[config.mk]
export PLATFORM = sky130hd
export DESIGN_NAME = fetch_branch_ctrl
export DESIGN_NICKNAME = d
export VERILOG_FILES = /design/src/rtl/fetch_branch_ctrl.sv
export SDC_FILE = /design/constraint.sdc
export NUM_CORES = 1
export LEC_CHECK = 0
export CAP_MARGIN = 20
export CORE_MARGIN = 2
export CORE_UTILIZATION = 49
export CTS_BUF_LIST = sky130_fd_sc_hd__clkbuf_2 sky130_fd_sc_hd__clkbuf_4 sky130_fd_sc_hd__clkbuf_8
export CTS_CLUSTER_SIZE = 14
export DETAILED_ROUTE_END_ITERATION = 16
export PLACE_DENSITY_LB_ADDON = 0.3
export SLEW_MARGIN = 20
export SYNTH_ARGS = -nofsm -noshare
export SYNTH_HDL_FRONTEND = slang
export SYNTH_SLANG_ARGS = --single-unit
[constraint.sdc]
create_clock -name clk -period 3.6 [get_ports clk]
set_clock_uncertainty 0.05 [all_clocks]
set_input_delay 0.72 -clock clk [delete_from_list [all_inputs] [get_ports clk]]
set_output_delay 0.72 -clock clk [all_outputs]
set_load 0.02 [all_outputs]
[src/rtl/fetch_branch_ctrl.sv]
// fetch_branch_ctrl
// -----------------
// Instruction fetch sequencer with conditional branch/jump resolution.
// A four-state machine walks RST_IDLE -> FETCH -> WAIT -> EXEC -> FETCH.
// WAIT holds a memory read open until mem_ack. EXEC hands the instruction
// to the datapath until exec_done. On the exec_done edge the next pc is
// resolved from the captured instruction and the psr flags present on that edge.
//
// Optional feature: define JAL_EN to add the JAL instruction (jump-and-link)
// and the link_we/link_data return-address ports. The default build has
// neither, and it treats the JAL encoding as an ordinary instruction.
//
// Ports
//   clk         in   clock, all state changes on the rising edge
//   rst_n       in   asynchronous active-low reset
//   psr         in   status flags: C=0, L=2, F=5, Z=6, N=7
//   mem_req     out  instruction read request (FETCH and WAIT)
//   mem_addr    out  read address (= pc)
//   mem_rdata   in   read data, captured on the acknowledging edge
//   mem_ack     in   read acknowledge (only honoured in WAIT)
//   instr       out  current instruction
//   instr_valid out  high while in EXEC
//   exec_done   in   datapath finished (only honoured in EXEC)
//   jtarget     in   register value used as the Jcond/JAL target
//   pc          out  program counter
//   taken       out  one-cycle pulse after a taken control transfer
//   link_we     out  (JAL_EN) one-cycle return-address write strobe
//   link_data   out  (JAL_EN) return address = old pc + 1

module fetch_branch_ctrl (
  input  logic        clk,
  input  logic        rst_n,
  input  logic [15:0] psr,
  output logic        mem_req,
  output logic [20:0] mem_addr,
  input  logic [15:0] mem_rdata,
  input  logic        mem_ack,
  output logic [15:0] instr,
  output logic        instr_valid,
  input  logic        exec_done,
  input  logic [20:0] jtarget,
  output logic [20:0] pc,
  output logic        taken
`ifdef JAL_EN
  ,
  output logic        link_we,
  output logic [20:0] link_data
`endif
);

  typedef enum logic [1:0] {
    RST_IDLE = 2'd0,
    FETCH    = 2'd1,
    WAIT     = 2'd2,
    EXEC     = 2'd3
  } state_t;

  state_t      state_q, state_d;
  logic [15:0] instr_q, instr_d;
  logic [20:0] pc_q, pc_d;
  logic        taken_q, taken_d;
`ifdef JAL_EN
  logic        link_we_q, link_we_d;
  logic [20:0] link_data_q, link_data_d;
`endif

  // Status bits the controller does not look at.
  logic unused_psr;
  assign unused_psr = ^{psr[15:8], psr[4:3], psr[1]};

  // Condition-code evaluation over the five architectural flags.
  function automatic logic cond_true(input logic [3:0] c,
                                     input logic zf, input logic nf,
                                     input logic cf, input logic lf,
                                     input logic ff);
    logic r;
    r = 1'b0;
    case (c)
      4'h0: r = zf;
      4'h1: r = !zf;
      4'h2: r = cf;
      4'h3: r = !cf;
      4'h4: r = lf;
      4'h5: r = !lf;
      4'h6: r = nf;
      4'h7: r = !nf;
      4'h8: r = ff;
      4'h9: r = !ff;
      4'hA: r = !lf && !zf;
      4'hB: r = lf || zf;
      4'hC: r = !nf && !zf;
      4'hD: r = nf || zf;
      4'hE: r = 1'b1;
      default: r = 1'b0;
    endcase
    return r;
  endfunction

  logic        is_bcond, is_jcond, cond_ok;
  logic [20:0] pc_inc, pc_branch;
`ifdef JAL_EN
  logic        is_jal;
  assign is_jal = (instr_q[15:12] == 4'b0100) && (instr_q[7:4] == 4'b1000);
`endif

  assign is_bcond  = (instr_q[15:12] == 4'b1100);
  assign is_jcond  = (instr_q[15:12] == 4'b0100) && (instr_q[7:4] == 4'b1100);
  assign cond_ok   = cond_true(instr_q[11:8], psr[6], psr[7], psr[0], psr[2], psr[5]);
  // 21-bit adds wrap naturally, giving modulo-2^21 pc arithmetic.
  assign pc_inc    = pc_q + 21'd1;
  assign pc_branch = pc_q + {{13{instr_q[7]}}, instr_q[7:0]};

  always_comb begin
    state_d = state_q;
    instr_d = instr_q;
    pc_d    = pc_q;
    taken_d = 1'b0;
`ifdef JAL_EN
    link_we_d   = 1'b0;
    link_data_d = link_data_q;
`endif
    case (state_q)
      RST_IDLE: state_d = FETCH;
      FETCH:    state_d = WAIT;
      WAIT: begin
        if (mem_ack) begin
          state_d = EXEC;
          instr_d = mem_rdata;
        end
      end
      EXEC: begin
        if (exec_done) begin
          state_d = FETCH;
          pc_d    = pc_inc;
          if (is_bcond && cond_ok) begin
            pc_d    = pc_branch;
            taken_d = 1'b1;
          end else if (is_jcond && cond_ok) begin
            pc_d    = jtarget;
            taken_d = 1'b1;
          end
`ifdef JAL_EN
          else if (is_jal) begin
            pc_d        = jtarget;
            taken_d     = 1'b1;
            link_we_d   = 1'b1;
            link_data_d = pc_inc;
          end
`endif
        end
      end
      default: state_d = RST_IDLE;
    endcase
  end

  always_ff @(posedge clk or negedge rst_n) begin
    if (!rst_n) begin
      state_q <= RST_IDLE;
      instr_q <= 16'h0000;
      pc_q    <= 21'h0;
      taken_q <= 1'b0;
    end else begin
      state_q <= state_d;
      instr_q <= instr_d;
      pc_q    <= pc_d;
      taken_q <= taken_d;
    end
  end

`ifdef JAL_EN
  always_ff @(posedge clk or negedge rst_n) begin
    if (!rst_n) begin
      link_we_q   <= 1'b0;
      link_data_q <= 21'h0;
    end else begin
      link_we_q   <= link_we_d;
      link_data_q <= link_data_d;
    end
  end

  assign link_we   = link_we_q;
  assign link_data = link_data_q;
`endif

  // Decoded from the state register, so an asynchronous reset drops them at once.
  assign mem_req     = (state_q == FETCH) || (state_q == WAIT);
  assign mem_addr    = pc_q;
  assign instr_valid = (state_q == EXEC);
  assign instr       = instr_q;
  assign pc          = pc_q;
  assign taken       = taken_q;

endmodule

; Word level (Yosys, flattened, before mapping)
; Cells that the tools add are included.
; Widths: inputs -> output; s select.
[totals]
register_bits = 40
input_bits = 57
out_inout_bits = 61
word_cells = 56
[classes]
add_sub_neg = 2
eq_ne = 22
mux = 10
reduce_logical = 18
[ops]
columns = op, n
row1 = $mux 21, 2
row2 = $eq 4x4->1 const B, 9
row3 = $add 21x1->21 const B, 1
row4 = $add 21x21->21, 1
row5 = $eq 4x3->1 const B, 5
row6 = $pmux 1 s15, 1
row7 = $eq 4x2->1 const B, 2
row8 = $pmux 2 s4, 1
row9 = $reduce_and 2->1, 3
row10 = $logic_and 1x1->1, 5
row11 = $logic_not 1->1, 5
row12 = $eq 2x2->1 const B, 2
row13 = $eq 4x1->1 const B, 1
row14 = $logic_not 4->1, 1
row15 = $mux 1, 4
row16 = $mux 2, 2
row17 = $logic_or 1x1->1, 3
row18 = $eq 2x1->1 const B, 1
row19 = $logic_not 2->1, 1
row20 = $ne 2x1->1 const B, 1
row21 = $ne 2x2->1 const B, 1

; Logic depth before layout (Yosys ltp)
; Gate-level depths: netlist of run 1.
[depth]
ltp_word = 8
depth_mapped = 9
depth_no_buf = 9

; Worst setup path after synthesis of run 1
; OpenSTA, ideal clock, no wires.
[synth_timing]
path_kind = register to register
start = register pc_q[0] (netlist: mem_addr[0])
end = register pc_q[10] (netlist: mem_addr[10])
setup_time_ns = 0.133
arrival_ns = 2.513
t_required_ns = 3.417
slack_ns = 0.903
stages_incl_launch_ff = 10
path_buffers = 0
period_less_slack_ns = 2.697
cell_sequence = dfrtp_1 ha_1 fa_1 a211oi_1 o21bai_1 a2111oi_2 o31ai_1 a21oi_1 xor2_1 o211ai_1
[synth_between]
elab_chain_cells = 3
elab_cells_between_ends = 4
classes_between = add/sub: 2 / mux: 2
[synth_lines]
columns = element, line
row1 = from (decl), 60  ; logic [20:0] pc_q, pc_d;
row2 = from (signal assigned), 165  ; pc_q <= pc_d;
row3 = $add 21x1->21, 110  ; assign pc_inc = pc_q + 21'd1;
row4 = $mux 21, 138  ; end else if (is_jcond && cond_ok) begin
row5 = $mux 21 *, 135  ; if (is_bcond && cond_ok) begin
; Mark *: on every way between the ends. The rest lies on a longest branch, timed or not.
; A chain may end at the register's enable or synchronous reset.

; Worst setup path in the final report of run 1
; Ends and elaborated chain as after synthesis.

==> results of run 1 <==
-- power breakdown --
part / internal [mW] / switching, mW / leakage (nW)
registers: 0.642 / 0.385 / 0.473
clock network: 0.273 / 0.167 / 0.0642
logic: 1.58 / 1.91 / 1.37
-- cell usage after synthesis (9+ instances only) --
| cell | n |
|---|---|
| dfrtp_1 | 40 |
| nand2_1 | 29 |
| ha_1 | 24 |
| o211ai_1 | 20 |
| inv_1 | 14 |
| xor2_1 | 24 |
| nand3_1 | 18 |
| buf_4 | 22 |
| clkbuf_1 | 9 |
| nand4_1 | 12 |
| o21ai_0 | 32 |
| nor2_1 | 27 |
| xnor2_1 | 13 |
| mux2_2 | 16 |
| a21oi_1 | 28 |
| a31oi_1 | 10 |
-- layout make-up --
class	count	share of cell area [%]
tap	99	2.584
timing repair buffer	114	23.28
clock inverter	2	1.253
sequential	40	20.88
clock buffer	5	1.435
inverter	15	1.227
multi-input combinational	335	49.35
-- per-stage QoR --
stage	total power [mW]	hold slack [ns]	cell area, µm²
after floorplan	3.487	0.3744	3680
after global placement	4.394	0.4679	4666
after detailed placement	4.472	0.4855	4666
after CTS	4.947	0.5043	4795
after global routing	5.350	0.5280	4795
final	4.960	0.5035	4795
-- sequential cells by signal, summed over array words and instances, names as in the netlist --
name and flops:
mem_addr 21, state_q 2, taken 1, instr 16
-- worst min-delay path by stage --
stage                           start                     end  slack (ns)
6_report        instr[13]$_DFFE_PN0P_   instr[13]$_DFFE_PN0P_        0.50
5_1_grt         instr[13]$_DFFE_PN0P_   instr[13]$_DFFE_PN0P_        0.53
4_1_cts         instr[13]$_DFFE_PN0P_   instr[13]$_DFFE_PN0P_        0.50
3_5_place_dp    instr[13]$_DFFE_PN0P_   instr[13]$_DFFE_PN0P_        0.49
3_3_place_gp   state_q[1]$_DFFE_PN0P_  state_q[1]$_DFFE_PN0P_        0.47
2_1_floorplan                   rst_n    instr[0]$_DFFE_PN0P_        0.37
-- logic make-up after synthesis --
logic type,after synthesis,share of synthesized area (%)
AOI/OAI and AO/OA,128,23.16
xor gates and xnor gates,37,8.807
adders and majority gates,25,8.705
buffers and inverters,52,8.501
DFF,40,27.20
muxes,19,5.746
and+or+nand+nor,126,17.89
-- metal layers --
layer	wire length (µm)	global-route usage, %	share of wire (%)
met5	0	0	0
met4	136	7.436	1.3
met3	588	4.257	5.5
met2	5536	44.96	52
met1	4451	32.86	42
-- worst max-delay path, cell delays in order (launching register included) --
cell	delay [ns]
dfrtp_1	0.48
ha_1	0.29
fa_1	0.44
a211oi_1	0.31
o21bai_1	0.18
a2111oi_2	0.46
o31ai_1	0.15
a21oi_1	0.23
xor2_1	0.21
o211ai_1	0.10
==> qor.yml, run 1 <==
clock_network:
  cts.sinks: 40
  clock_latency_ns: 0.29
  clockBufferDepth: 2
  cts_root_buf: "clkbuf_8"
  cts_made_buffers: 5
  cts_setup_buffers: 0
  htree_levels: 2
  ctsHoldBuffers: 0
  cts_resized: 0
  clk_pin_slew_ns: 0.08
  cts_tree: "done"
synth:
  synth_top_area_share_pct: 27.20
  synthTopCellsByArea: "dfrtp_1 (27%), ha_1 (8.2%), xor2_1 (5.7%)"
  synth_cell_types: 57
  synthFlopType: "dfrtp_1"
  ys_ff_latch: 40
  synth.avg_cell_area_um2: 8.618
  netlist_instances: 427
  ys_warn_count: 0
  async_flop_share_pct: 100.0
  syn_nets: 509
  seq_area_frac_synth_pct: 27.20
  synth_edf_count: 0
  syn_area_um2: 3680
  yosysTopAreaCell: "dfrtp_1"
placed_design:
  place_ws_ns: 0.4103
  gp_congestion: 0.9705
  portBuffers: 106
  dp_hpwl_mm: 7.772
  dp.cells: 603
sta:
  period_minus_slack_ns: 3.017
  hold_viol_final: 0
  setup_slack_ns: 0.5833
  slew_headroom_pct: 35.61
  finalSetupViolations: 0
  worstMarginPinSlew_ns: 0.9658
  grt_setup_unrepaired: "no"
  fin_tns_setup_ns: 0
  drv_slew: 0
  period_share_pct: 83.80
  timing.fmax_mhz: 331.5
grt:
  grt_overflow: 0
  grt_first_pass_wirelength_mm: 17.39
  grt_usage_pct: 25.80
  grt_pass1_vias: 3561
  antenna_found_initial: 0
  grt_max_degree: 41
setup_path:
  crit_path_end_kind: "flip-flop"
  rrSetupSlack_ns: 0.58
  worstPathArrival_ns: 3.14
  r2r_start: "mem_addr[0]$_DFFE_PN0P_"
  setup.worst_path.start: "mem_addr[0]$_DFFE_PN0P_"
  worstPathRequired_ns: 3.72
  crit_type: "reg -> reg"
  worstPathMaxFanout: 8
  cp-start-kind: "flip-flop"
  reg2reg_depth: 9
  endpoint: "mem_addr[10]$_DFFE_PN0P_"
  rr_endpoint: "mem_addr[10]$_DFFE_PN0P_"
die:
  placementRows: 31
  coreArea_um2: 7253
  die_w_um: 90.66
  ioPinCount: 118
  die_y_um: 90.66
  start_util_pct: 50.73
  die_area_um2: 8219
routing:
  ant_nets: 0
  via_per_inst: 5.895
  dr.pass1.iters: 4
  wl_mm: 10.71
  wire_per_inst_um: 17.56
  drc: 0
  via_count: 3596
  first_iter_violations: 238
power_and_ir_drop:
  p_leak_nw: 1.904
  peakVddDrop_mv: 0.5961
  power_density_nw_per_um2: 1034
cells_and_area:
  utilization_pct: 66.10
  drive_gt1_share_pct: 9.002
  nNetsFinal: 593
  regArea_um2: 1001
  fin_cells: 610
  multi_input_area_um2: 2366
  mostFrequentLayoutCells: "clkdlybuf4s50_1 (105), dfrtp_1 (40), o21ai_0 (32)"
  final_common_cell: "clkdlybuf4s50_1"
  diodes: 0
  nFillCells: 628
  area_delta_synth_final_pct: 30.30
hold_path:
  worstHoldPathCells: 1
  hp-class: "reg -> reg"
run_status:
  status: "finished clean"
run:
  maxCapViolations: 0
(Power assumes the default switching activity.)
==> inputs of run 2 (changes only) <==
- CORE_UTILIZATION: 49 -> 44
- clock period: 3.6 -> 2.62 ns (I/O delays scaled with it)
==> run 2 against run 1 <==
Worst hold slack worse by 0.28 ns. Cell area grew 6.6%. Sequential power grew 27%. Cell count increased by 7.2%.
==> qor.yml, run 2 (same netlist as run 1, synthesis figures left out) <==
placed_design:
  dp.cells: 645  # was 603
  dp_hpwl_mm: 8.450  # was 7.772 mm
  place_ws_ns: -0.1255  # was 0.4103 ns
  gp_congestion: 0.9760  # was 0.9705
  portBuffers: 106  # unchanged
  place_area_um2: 4962  # was 4666 µm²
routing:
  wl_mm: 11.19  # was 10.71 mm
  ant_nets: 0  # unchanged
  dr.pass1.iters: 4  # unchanged
  first_iter_violations: 163  # was 238
  via_count: 3738  # was 3596
  wl_met1_mm: 4.985  # was 4.451 mm
  via_per_inst: 5.716  # was 5.895
  drc: 0  # unchanged
  wl_met2_mm: 5.432  # was 5.536 mm
  wire_per_inst_um: 17.11  # was 17.56 µm
  route.top_layer_used: "met4"  # unchanged
  dr_wl_met3_um: 476  # was 588 µm
power_and_ir_drop:
  total_power_mw: 7.265  # was 4.960 mW
  peakVddDrop_mv: 0.7238  # was 0.5961 mV
  power_density_nw_per_um2: 1422  # was 1034 nW/µm²
  p_leak_nw: 2.068  # was 1.904 nW
cells_and_area:
  final_common_cell: "clkdlybuf4s50_1"  # unchanged
  largest_reg_flops: 21  # unchanged
  fin_cells: 654  # was 610
  drive_gt1_share_pct: 16.58  # was 9.002%
  diodes: 0  # unchanged
  area_delta_synth_final_pct: 38.83  # was 30.30%
  nNetsFinal: 630  # was 593
  design_area_um2: 5109  # was 4795 µm²
  utilization_pct: 62.49  # was 66.10%
  mostFrequentLayoutCells: "clkdlybuf4s50_1 (105), buf_4 (44), dfrtp_1 (39)"  # was clkdlybuf4s50_1 (105), dfrtp_1 (40), o21ai_0 (32)
die:
  die_area_um2: 9111  # was 8219 µm²
  die_y_um: 95.45  # was 90.66 µm
  die_w_um: 95.45  # was 90.66 µm
  ioPinCount: 118  # unchanged
  coreArea_um2: 8175  # was 7253 µm²
  start_util_pct: 45.01  # was 50.73%
  placementRows: 33  # was 31
grt:
  antenna_found_initial: 0  # unchanged
  grt_usage_pct: 24.91  # was 25.80%
  grt_first_pass_wirelength_mm: 17.77  # was 17.39 mm
  grt_max_degree: 31  # was 41
  grt_pass1_vias: 3642  # was 3561
  grt_overflow: 0  # unchanged
sta:
  hold_viol_final: 0  # unchanged
  worst_hold_slack_ns: 0.2227  # was 0.5035 ns
  worstMarginPinSlew_ns: 0.7455  # was 0.9658 ns
  finalSetupViolations: 0  # unchanged
  grt_setup_unrepaired: "yes"  # was no
  period_share_pct: 97.63  # was 83.80%
  period_minus_slack_ns: 2.558  # was 3.017 ns
  fin_tns_setup_ns: 0  # unchanged
  slew_headroom_pct: 50.30  # was 35.61%
  timing.fmax_mhz: 390.9  # was 331.5 MHz
  drv_slew: 0  # unchanged
  setup_slack_ns: 0.06204  # was 0.5833 ns
setup_path:
  worstPathArrival_ns: 2.68  # was 3.14 ns
  setup.worst_path.start: "instr[0]$_DFFE_PN0P_"  # was mem_addr[0]$_DFFE_PN0P_
  crit_type: "reg -> reg"  # unchanged
  reg2reg_depth: 9  # unchanged
  rrSetupSlack_ns: 0.06  # was 0.58 ns
  r2r_start: "instr[0]$_DFFE_PN0P_"  # was mem_addr[0]$_DFFE_PN0P_
  worstPathRequired_ns: 2.74  # was 3.72 ns
  cp-start-kind: "flip-flop"  # unchanged
  worstPathMaxFanout: 3  # was 8
  rr_endpoint: "mem_addr[10]$_DFFE_PN0P_"  # unchanged
  crit_path_end_kind: "flip-flop"  # unchanged
run_status:
  status: "finished clean"  # unchanged
clock_network:
  cts_made_buffers: 5  # unchanged
  ctsHoldBuffers: 0  # unchanged
  cts_tree: "done"  # unchanged
  clock_latency_ns: 0.30  # was 0.29 ns
  htree_levels: 2  # unchanged
  cts_root_buf: "clkbuf_8"  # unchanged
  clk_pin_slew_ns: 0.09  # was 0.08 ns
  clockBufferDepth: 2  # unchanged
  cts.sinks: 40  # unchanged
run:
  maxCapViolations: 0  # unchanged
hold_path:
  hp-class: "in -> async"  # was reg -> reg
run 2: routing by layer:
metal  GRT usage, %  vias up
met5              0        -
met4          8.929        0
met3          2.530       19
met2          42.08      113
met1          33.06     1807
li1               -     1799
run 2: worst max-delay path, stage by stage (launching register included):
cell       delay, ns
dfrtp_1         0.44
ha_4            0.20
fa_2            0.42
a211oi_4        0.25
o21bai_2        0.14
a2111oi_4       0.39
o31ai_1         0.13
a21oi_1         0.16
xor2_1          0.16
o211ai_1        0.10
run 2: cell type report:
class,instances,area (µm²)
timing repair buffer,151,1406
tap,105,131.4
fill,731,3067
inverter,15,58.81
clock inverter,2,12.51
multi-input combinational,335,2421
sequential,40,1002
clock buffer,6,76.32
run 2: how the worst max path moves through the flow:
stage	to	slack, ns
floorplan	mem_addr[10]$_DFFE_PN0P_	0.03
global placement	mem_addr[14]$_DFFE_PN0P_	-0.1
detailed placement	mem_addr[14]$_DFFE_PN0P_	-0.13
CTS	mem_addr[10]$_DFFE_PN0P_	0.03
global route	mem_addr[19]$_DFFE_PN0P_	-0.04
finish	mem_addr[10]$_DFFE_PN0P_	0.06
run 2: repair_timing:
item / CTS / global route
setup buffers: 0 / 1
cloned: 0 / 0
endpoints found under the hold margin: 0 / 0
endpoints found under the setup margin: 1 / 7
resized for setup: 1 / 7
pin swaps: 3 / 7
run 2: report_power, final:
group,switching (mW),internal [mW]
logic,2.90,2.61
registers,0.424,0.887
clock network,0.246,0.197
